### config.mk
export PLATFORM = sky130hd
export DESIGN_NAME = sad_search_scheduler_flat
export DESIGN_NICKNAME = d
export VERILOG_FILES = /design/src/rtl/sad_search_scheduler_if.sv /design/src/rtl/sad_search_scheduler.sv /design/src/flat_wrapper.sv
export SDC_FILE = /design/constraint.sdc
export NUM_CORES = 1
export LEC_CHECK = 0
export ABC_AREA = 1
export CAP_MARGIN = 25
export CORE_ASPECT_RATIO = 1.25
export CORE_MARGIN = 5
export CORE_UTILIZATION = 66
export DETAILED_ROUTE_END_ITERATION = 7
export DONT_BUFFER_PORTS = 1
export GPL_TIMING_DRIVEN = 1
export PLACE_DENSITY = 0.78
export SLEW_MARGIN = 20
export SYNTH_ARGS = -nofsm -noshare
export SYNTH_HDL_FRONTEND = slang
export SYNTH_SLANG_ARGS = --single-unit
### constraint.sdc
create_clock -name clk -period 8.5 [get_ports clk]
set_input_delay 1.7 -clock clk [delete_from_list [all_inputs] [get_ports clk]]
set_output_delay 1.7 -clock clk [all_outputs]
set_load 0.02 [all_outputs]
### src/rtl/sad_search_scheduler_if.sv
// Request/response link between the SAD search scheduler and the SAD unit.
// Carries one request (index) and one SAD result per candidate position.
// req_valid/req_ready handshake on requests; rsp_valid is a one-cycle pulse.
interface sad_search_scheduler_if #(
    parameter int SAD_W = 32
);
    logic             req_valid;
    logic             req_ready;
    logic [31:0]      req_index;
    logic             rsp_valid;
    logic [SAD_W-1:0] rsp_sad;

    // Scheduler side: issues requests, consumes results
    modport master (
        output req_valid,
        output req_index,
        input  req_ready,
        input  rsp_valid,
        input  rsp_sad
    );

    // SAD unit side: accepts requests, returns results
    modport slave (
        input  req_valid,
        input  req_index,
        output req_ready,
        output rsp_valid,
        output rsp_sad
    );
endinterface

### src/rtl/sad_search_scheduler.sv
// Full-search SAD scheduler: walks every block position row-major, one request at a time, tracks min SAD.
// Latency: 3 cycles per position with zero-wait handshake; 3*P*P+1 cycles from start to done.
// Backpressure: req_valid/req_index hold until req_ready; waits indefinitely for rsp_valid.
// Optional feature macro SAD_EARLY_EXIT_EN: a zero SAD ends the search at that position.
module sad_search_scheduler #(
    parameter int FRAME_W = 64,
    parameter int BLK     = 16,
    parameter int SAD_W   = 32
) (
    input  logic                   clk,
    input  logic                   rst_n,
    input  logic                   start,
    output logic                   busy,
    output logic                   done,
    sad_search_scheduler_if.master sad,
    output logic [SAD_W-1:0]       best_sad,
    output logic [31:0]            best_index,
    output logic [31:0]            best_x,
    output logic [31:0]            best_y
);

    localparam int          LOG2W = $clog2(FRAME_W);
    localparam int          P     = FRAME_W - BLK + 1;
    localparam logic [31:0] LAST  = 32'(P - 1);

    typedef enum logic [2:0] {
        S_IDLE,
        S_ISSUE,
        S_WAIT,
        S_UPDATE,
        S_DONE
    } state_t;

    state_t           state;
    state_t           state_nxt;
    logic [31:0]      x_q;
    logic [31:0]      y_q;
    logic [SAD_W-1:0] sad_q;
    logic             done_q;
    logic [31:0]      cur_index;
    logic             last_pos;
    logic             better;
    logic             early_exit;
    logic             launch;

    // Linear index of the current position; FRAME_W is a power of two so x*FRAME_W is a shift
    assign cur_index = (x_q << LOG2W) + y_q;
    assign last_pos  = (x_q == LAST) && (y_q == LAST);
    assign better    = (sad_q < best_sad);
    assign launch    = ((state == S_IDLE) || (state == S_DONE)) && start;

`ifdef SAD_EARLY_EXIT_EN
    assign early_exit = (sad_q == '0);
`else
    assign early_exit = 1'b0;
`endif

    assign sad.req_valid = (state == S_ISSUE);
    assign sad.req_index = cur_index;
    assign busy          = (state == S_ISSUE) || (state == S_WAIT) || (state == S_UPDATE);
    assign done          = done_q;

    // State register
    always_ff @(posedge clk or negedge rst_n) begin
        if (!rst_n) begin
            state <= S_IDLE;
        end else begin
            state <= state_nxt;
        end
    end

    // Next-state: one outstanding request; results outside WAIT are ignored
    always_comb begin
        state_nxt = state;
        case (state)
            S_IDLE, S_DONE: begin
                if (start) begin
                    state_nxt = S_ISSUE;
                end
            end
            S_ISSUE: begin
                if (sad.req_ready) begin
                    state_nxt = S_WAIT;
                end
            end
            S_WAIT: begin
                if (sad.rsp_valid) begin
                    state_nxt = S_UPDATE;
                end
            end
            S_UPDATE: begin
                if (last_pos || early_exit) begin
                    state_nxt = S_DONE;
                end else begin
                    state_nxt = S_ISSUE;
                end
            end
            default: begin
                state_nxt = S_IDLE;
            end
        endcase
    end

    // Position counters: cleared on launch, row-major advance after each update
    always_ff @(posedge clk or negedge rst_n) begin
        if (!rst_n) begin
            x_q <= '0;
            y_q <= '0;
        end else if (launch) begin
            x_q <= '0;
            y_q <= '0;
        end else if ((state == S_UPDATE) && !last_pos && !early_exit) begin
            if (y_q == LAST) begin
                y_q <= '0;
                x_q <= x_q + 32'd1;
            end else begin
                y_q <= y_q + 32'd1;
            end
        end
    end

    // Capture the SAD of the outstanding request so UPDATE compares a stable value
    always_ff @(posedge clk or negedge rst_n) begin
        if (!rst_n) begin
            sad_q <= '0;
        end else if ((state == S_WAIT) && sad.rsp_valid) begin
            sad_q <= sad.rsp_sad;
        end
    end

    // Running minimum; strict less-than keeps the earliest position on ties
    always_ff @(posedge clk or negedge rst_n) begin
        if (!rst_n) begin
            best_sad   <= '1;
            best_index <= '0;
            best_x     <= '0;
            best_y     <= '0;
        end else if (launch) begin
            best_sad <= '1;
        end else if ((state == S_UPDATE) && better) begin
            best_sad   <= sad_q;
            best_index <= cur_index;
            best_x     <= x_q;
            best_y     <= cur_index - (x_q << LOG2W);
        end
    end

    // Done is a single pulse on entry to DONE, never on later DONE cycles
    always_ff @(posedge clk or negedge rst_n) begin
        if (!rst_n) begin
            done_q <= 1'b0;
        end else begin
            done_q <= (state == S_UPDATE) && (state_nxt == S_DONE);
        end
    end

    // A stalled request must not change while waiting for acceptance
    property p_req_stable;
        @(posedge clk) disable iff (!rst_n)
            (sad.req_valid && !sad.req_ready) |=> (sad.req_valid && $stable(sad.req_index));
    endproperty
    a_req_stable: assert property (p_req_stable);

    // Done marks the end of the search, so busy is already low
    property p_done_not_busy;
        @(posedge clk) disable iff (!rst_n) done |-> !busy;
    endproperty
    a_done_not_busy: assert property (p_done_not_busy);

endmodule

### src/flat_wrapper.sv
// flat-port wrapper written by rule: the top's interface ports become plain ports
module sad_search_scheduler_flat 
#(
    parameter int FRAME_W = 64,
    parameter int BLK     = 16,
    parameter int SAD_W   = 32
)
  (clk, rst_n, start, busy, done, best_sad, best_index, best_x, best_y, sad_req_valid, sad_req_index, sad_req_ready, sad_rsp_valid, sad_rsp_sad);
  sad_search_scheduler_if #(.SAD_W(SAD_W)) sad_i ();
  input  logic clk;
  input  logic rst_n;
  input  logic start;
  output logic busy;
  output logic done;
  output logic [SAD_W-1:0] best_sad;
  output logic [31:0] best_index;
  output logic [31:0] best_x;
  output logic [31:0] best_y;
  output wire logic [$bits(sad_i.req_valid)-1:0] sad_req_valid;
  output wire logic [$bits(sad_i.req_index)-1:0] sad_req_index;
  input wire logic [$bits(sad_i.req_ready)-1:0] sad_req_ready;
  input wire logic [$bits(sad_i.rsp_valid)-1:0] sad_rsp_valid;
  input wire logic [$bits(sad_i.rsp_sad)-1:0] sad_rsp_sad;
  assign sad_req_valid = sad_i.req_valid;
  assign sad_req_index = sad_i.req_index;
  assign sad_i.req_ready = sad_req_ready;
  assign sad_i.rsp_valid = sad_rsp_valid;
  assign sad_i.rsp_sad = sad_rsp_sad;
  sad_search_scheduler #(.FRAME_W(FRAME_W), .BLK(BLK), .SAD_W(SAD_W)) u_core (.clk(clk), .rst_n(rst_n), .start(start), .busy(busy), .done(done), .sad(sad_i), .best_sad(best_sad), .best_index(best_index), .best_x(best_x), .best_y(best_y));
endmodule
==> impl_metrics.xml <==
<?xml version="1.0" encoding="UTF-8"?>
<metrics>
  <group name="setup_path">
    <metric name="path_delay_family" unit="">adder cells</metric>
    <metric name="critical_path.startpoint" unit="">u_core.y_q[6]$_DFFE_PN0P_</metric>
    <metric name="critical_path_buf_inv_count" unit="">0</metric>
    <metric name="crit_required" unit="ns">6.80</metric>
    <metric name="crit_path_cell_trace" unit="">ha_1 -&gt; fa_1 -&gt; nand3_1 -&gt; nand2_1 -&gt; nand2_1 -&gt; nand2_1 -&gt; nand3_1 -&gt; nand2_1 -&gt; xor2_1</metric>
    <metric name="timing.critical_path.mode_cell" unit="">nand2_1</metric>
    <metric name="reg2reg_from" unit="">u_core.y_q[6]$_DFFE_PN0P_</metric>
    <metric name="path_max_fanout" unit="">7</metric>
    <metric name="setup.worst_path.class" unit="">reg -&gt; out</metric>
    <metric name="crit_path_max_incr_delay" unit="ns">0.67</metric>
    <metric name="critPathSlowestCell" unit="">xor2_1</metric>
    <metric name="end_kind" unit="">primary output</metric>
    <metric name="crit_arrival" unit="ns">3.19</metric>
    <metric name="critical_path.startpoint_type" unit="">register</metric>
  </group>
  <group name="sta">
    <metric name="slew-limit-headroom" unit="%">29.2</metric>
    <metric name="final-max-slew-violation-count" unit="">0</metric>
    <metric name="timing.final.crit_share" unit="%">57.6</metric>
    <metric name="finalHoldViolCount" unit="">0</metric>
    <metric name="max_clock_freq" unit="MHz">204</metric>
    <metric name="layout_min_cycle_time" unit="ns">4.89</metric>
    <metric name="rsz_0062_raised_after_global_routing" unit="">false</metric>
    <metric name="worst-slew-pin-transition" unit="ns">1.06</metric>
    <metric name="hold-worst-slack" unit="ns">0.531</metric>
    <metric name="max_clock_skew" unit="ns">0.0287</metric>
    <metric name="report.final.setup_viol" unit="">0</metric>
    <metric name="setup_total_negative_slack" unit="ns">0</metric>
  </group>
  <group name="power_and_ir_drop">
    <metric name="power_report.internal_total" unit="mW">2.73</metric>
    <metric name="p_switching" unit="mW">2.36</metric>
    <metric name="power_per_cell_area" unit="nW/um^2">331</metric>
    <metric name="clock_power_share" unit="%">19.9</metric>
    <metric name="worst_vdd_drop" unit="V">0.000248</metric>
    <metric name="combPwrFrac" unit="%">43.6</metric>
    <metric name="power.share.switching" unit="%">46.3</metric>
    <metric name="total_leakage_power" unit="nW">7.71</metric>
    <metric name="sequential_power_share" unit="%">36.5</metric>
  </group>
  <group name="yosys">
    <metric name="synth_xor_xnor_area_share" unit="%">3.54</metric>
    <metric name="ff_latch_count_synth" unit="">222</metric>
    <metric name="synth_top_family_by_area" unit="">simple AND/OR/NAND/NOR gates</metric>
    <metric name="ys.flop_type" unit="">dfrtp_1</metric>
    <metric name="syn_avg_cell_area" unit="um^2">7.35</metric>
    <metric name="synth.lib_cells_used.distinct" unit="">40</metric>
    <metric name="synth.area.top_cells" unit="">dfrtp_1, nand2_1, ha_1</metric>
    <metric name="edff_count_synth" unit="">0</metric>
    <metric name="mappedNetlistArea" unit="um^2">14600</metric>
    <metric name="synth_simple_gate_area_share" unit="%">30.5</metric>
    <metric name="synth-compound-area-share" unit="%">9.53</metric>
    <metric name="yosys_warnings" unit="">0</metric>
    <metric name="synthCells" unit="">1987</metric>
    <metric name="synth.area.mux_share" unit="%">2.39</metric>
    <metric name="synth-adder-area-share" unit="%">7.47</metric>
    <metric name="yosys.area.top_type" unit="">dfrtp_1</metric>
    <metric name="synth.top_cell.area_share" unit="%">32.6</metric>
    <metric name="async_reset_ff_share" unit="%">100</metric>
    <metric name="ys_seq_area_share" unit="%">38.3</metric>
    <metric name="synth_fp_nets" unit="">2110</metric>
  </group>
  <group name="clock_network">
    <metric name="clkSlewWorstSetupHoldPaths" unit="ns">0.06</metric>
    <metric name="clock_tree.root_cell" unit="">clkbuf_16</metric>
    <metric name="cts_htree_levels" unit="">1</metric>
    <metric name="clock_latency_at_the_later_pin_of_the_worst_skew_pair" unit="ns">0.54</metric>
    <metric name="tritoncts" unit="">yes</metric>
    <metric name="postCtsHoldBufs" unit="">0</metric>
    <metric name="cts_sinks" unit="">222</metric>
    <metric name="post_cts_resized" unit="">0</metric>
    <metric name="post_cts_buffers" unit="">0</metric>
    <metric name="cts_buffers" unit="">24</metric>
    <metric name="max-clock-path-buffers" unit="">3</metric>
  </group>
  <group name="die">
    <metric name="design.core.area" unit="um^2">21700</metric>
    <metric name="dieArea" unit="um^2">25200</metric>
    <metric name="die_y" unit="um">176</metric>
    <metric name="rows" unit="">60</metric>
    <metric name="floorplan.die.width" unit="um">143</metric>
    <metric name="design.portCount" unit="">200</metric>
    <metric name="start_util" unit="%">67.3</metric>
  </group>
  <group name="route">
    <metric name="drc" unit="">0</metric>
    <metric name="vias_per_cell" unit="">6.07</metric>
    <metric name="route.detailed.wl_per_inst" unit="um">20.2</metric>
    <metric name="drt_iter0_markers" unit="">1328</metric>
    <metric name="dr_total_vias" unit="">13645</metric>
    <metric name="firstDrtPassIters" unit="">7</metric>
    <metric name="final_wirelength" unit="um">45500</metric>
    <metric name="drt.antenna.violating_nets" unit="">0</metric>
  </group>
  <group name="layout">
    <metric name="layout.cells.most_common" unit="">nand2_1</metric>
    <metric name="layout_common_cells" unit="">nand2_1, inv_1, dfrtp_1</metric>
    <metric name="final_net_count" unit="">2075</metric>
    <metric name="areaGrowthSynthToFinish" unit="%">5.27</metric>
    <metric name="num_antenna_cells" unit="">0</metric>
    <metric name="final_layout_size_suffix_gt1_share" unit="%">8.12</metric>
  </group>
  <group name="hold_path">
    <metric name="hold_startpoint" unit="">u_core.x_q[31]$_DFFE_PN0P_</metric>
    <metric name="hold_class" unit="">reg -&gt; reg</metric>
  </group>
  <group name="global_route">
    <metric name="grt_use_met1" unit="%">45.3</metric>
    <metric name="grt_start_max_net_pins" unit="">223</metric>
    <metric name="global_route_wire_length_before_repair" unit="um">70800</metric>
    <metric name="grt_remaining_overflow" unit="">0</metric>
    <metric name="antenna_found_initial" unit="">0</metric>
    <metric name="gr-usage-met3" unit="%">5.96</metric>
    <metric name="met2_usage" unit="%">59.4</metric>
    <metric name="grt-busiest-layer" unit="">met2</metric>
    <metric name="global_router_s_overall_resource_usage" unit="%">35.2</metric>
    <metric name="grt_pass1_vias" unit="">13072</metric>
  </group>
  <group name="status">
    <metric name="status" unit="">finished, final reports clean</metric>
  </group>
  <group name="place">
    <metric name="gp_routability_congestion" unit="">0.981</metric>
    <metric name="buffer_ports.inserted" unit="">0</metric>
    <metric name="place.detailed.hpwl" unit="um">33600</metric>
  </group>
  <group name="flow_run">
    <metric name="drv_cap" unit="">0</metric>
  </group>
</metrics>
power by group through the flow:
stage | clock network (mW) | logic, mW | registers, mW
6_report | 1.01 | 2.22 | 1.86
5_1_grt | 1.07 | 2.47 | 1.89
4_1_cts | 1.02 | 2.16 | 1.86
3_5_place_dp | 0 | 2.10 | 1.87
3_3_place_gp | 0 | 2.03 | 1.86
2_1_floorplan | 0 | 1.73 | 1.75
metal layers:
metal  wire length (um)  vias up  share of wire (%)
li1                   -     6392                  -
met1              17300     6449                 38
met2              22100      663                 49
met3               4190      141                9.2
met4               1850        0                4.1
met5                  0        -                  0
per-stage QoR:
stage                     util [%]  instance area (um^2)  instances  power [mW]  setup slack (ns)
after detailed placement      67.2                 14600       2204        3.97              4.13
after global placement        67.2                 14600       2204        3.89              4.17
after floorplan                  -                 14600       1987        3.49              4.77
after global routing          70.9                 15400       2249        5.43              3.47
after CTS                     70.7                 15300       2248        5.04              3.61
final                         70.9                 15400       2249        5.09              3.61
path summary, 6_finish.rpt:
kind / depth (start not counted) / to / slack, ns
setup / recovery: 9 / sad_req_index[22] / 3.61
hold / removal: 2 / u_core.x_q[31]$_DFFE_PN0P_ / 0.53
setup reg to reg: 19 / u_core.best_y[27]$_DFFE_PN0P_ / 4.17
hold reg to reg: 2 / u_core.x_q[31]$_DFFE_PN0P_ / 0.53
max in group asynchronous: 0 / u_core.best_index[24]$_DFFE_PN0P_ / 7.21
min in group asynchronous: 0 / u_core.sad_q[15]$_DFFE_PN0P_ / 0.86
cells in the mapped netlist (all sizes together) (2+ instances only):
library cell,instances
ha,84
nand4,53
nor3,45
o21ai,158
fa,2
nor3b,2
xnor2,16
or2,35
xor2,43
o211ai,2
dfrtp,190
a21o,5
nor2,152
nand3,135
o21bai,7
inv,203
clkbuf,19
mux2,31
nand2,625
buf,49
o21a,4
a21oi,82
o31ai,5
dfstp,32
nor4,5
state kept, by name, indices dropped and copies added (netlist names):
| name | flops |
|---|---|
| u_core.sad_q | 32 |
| u_core.x_q | 32 |
| u_core.state | 3 |
| u_core.best_index | 26 |
| u_core.best_x | 32 |
| u_core.y_q | 32 |
| u_core.done | 1 |
| u_core.best_y | 32 |
| u_core.best_sad | 32 |
logic make-up after synthesis:
family,after synthesis
AOI/OAI and AO/OA,264
xor gates and xnor gates,59
adders and majority gates,86
buffers and inverters,271
DFF,222
muxes,31
and+or+nand+nor,1054
tightest hold or removal path, delay by kind of cell, from the launching register on:
family | cells | cell delay [ns]
DFF | 1 | 0.37
AOI/OAI and AO/OA | 1 | 0.06
and+or+nand+nor | 1 | 0.06
cell type report:
type	count	area, um^2
Inverter	203	762
Sequential cell	222	5600
Timing Repair Buffer	7	72.6
Clock inverter	7	70.1
Tap cell	279	349
Multi-Input combinational cell	1494	7820
Clock buffer	37	699
Fill cell	1789	6320
Note: power is estimated with default switching activity, not from simulation.
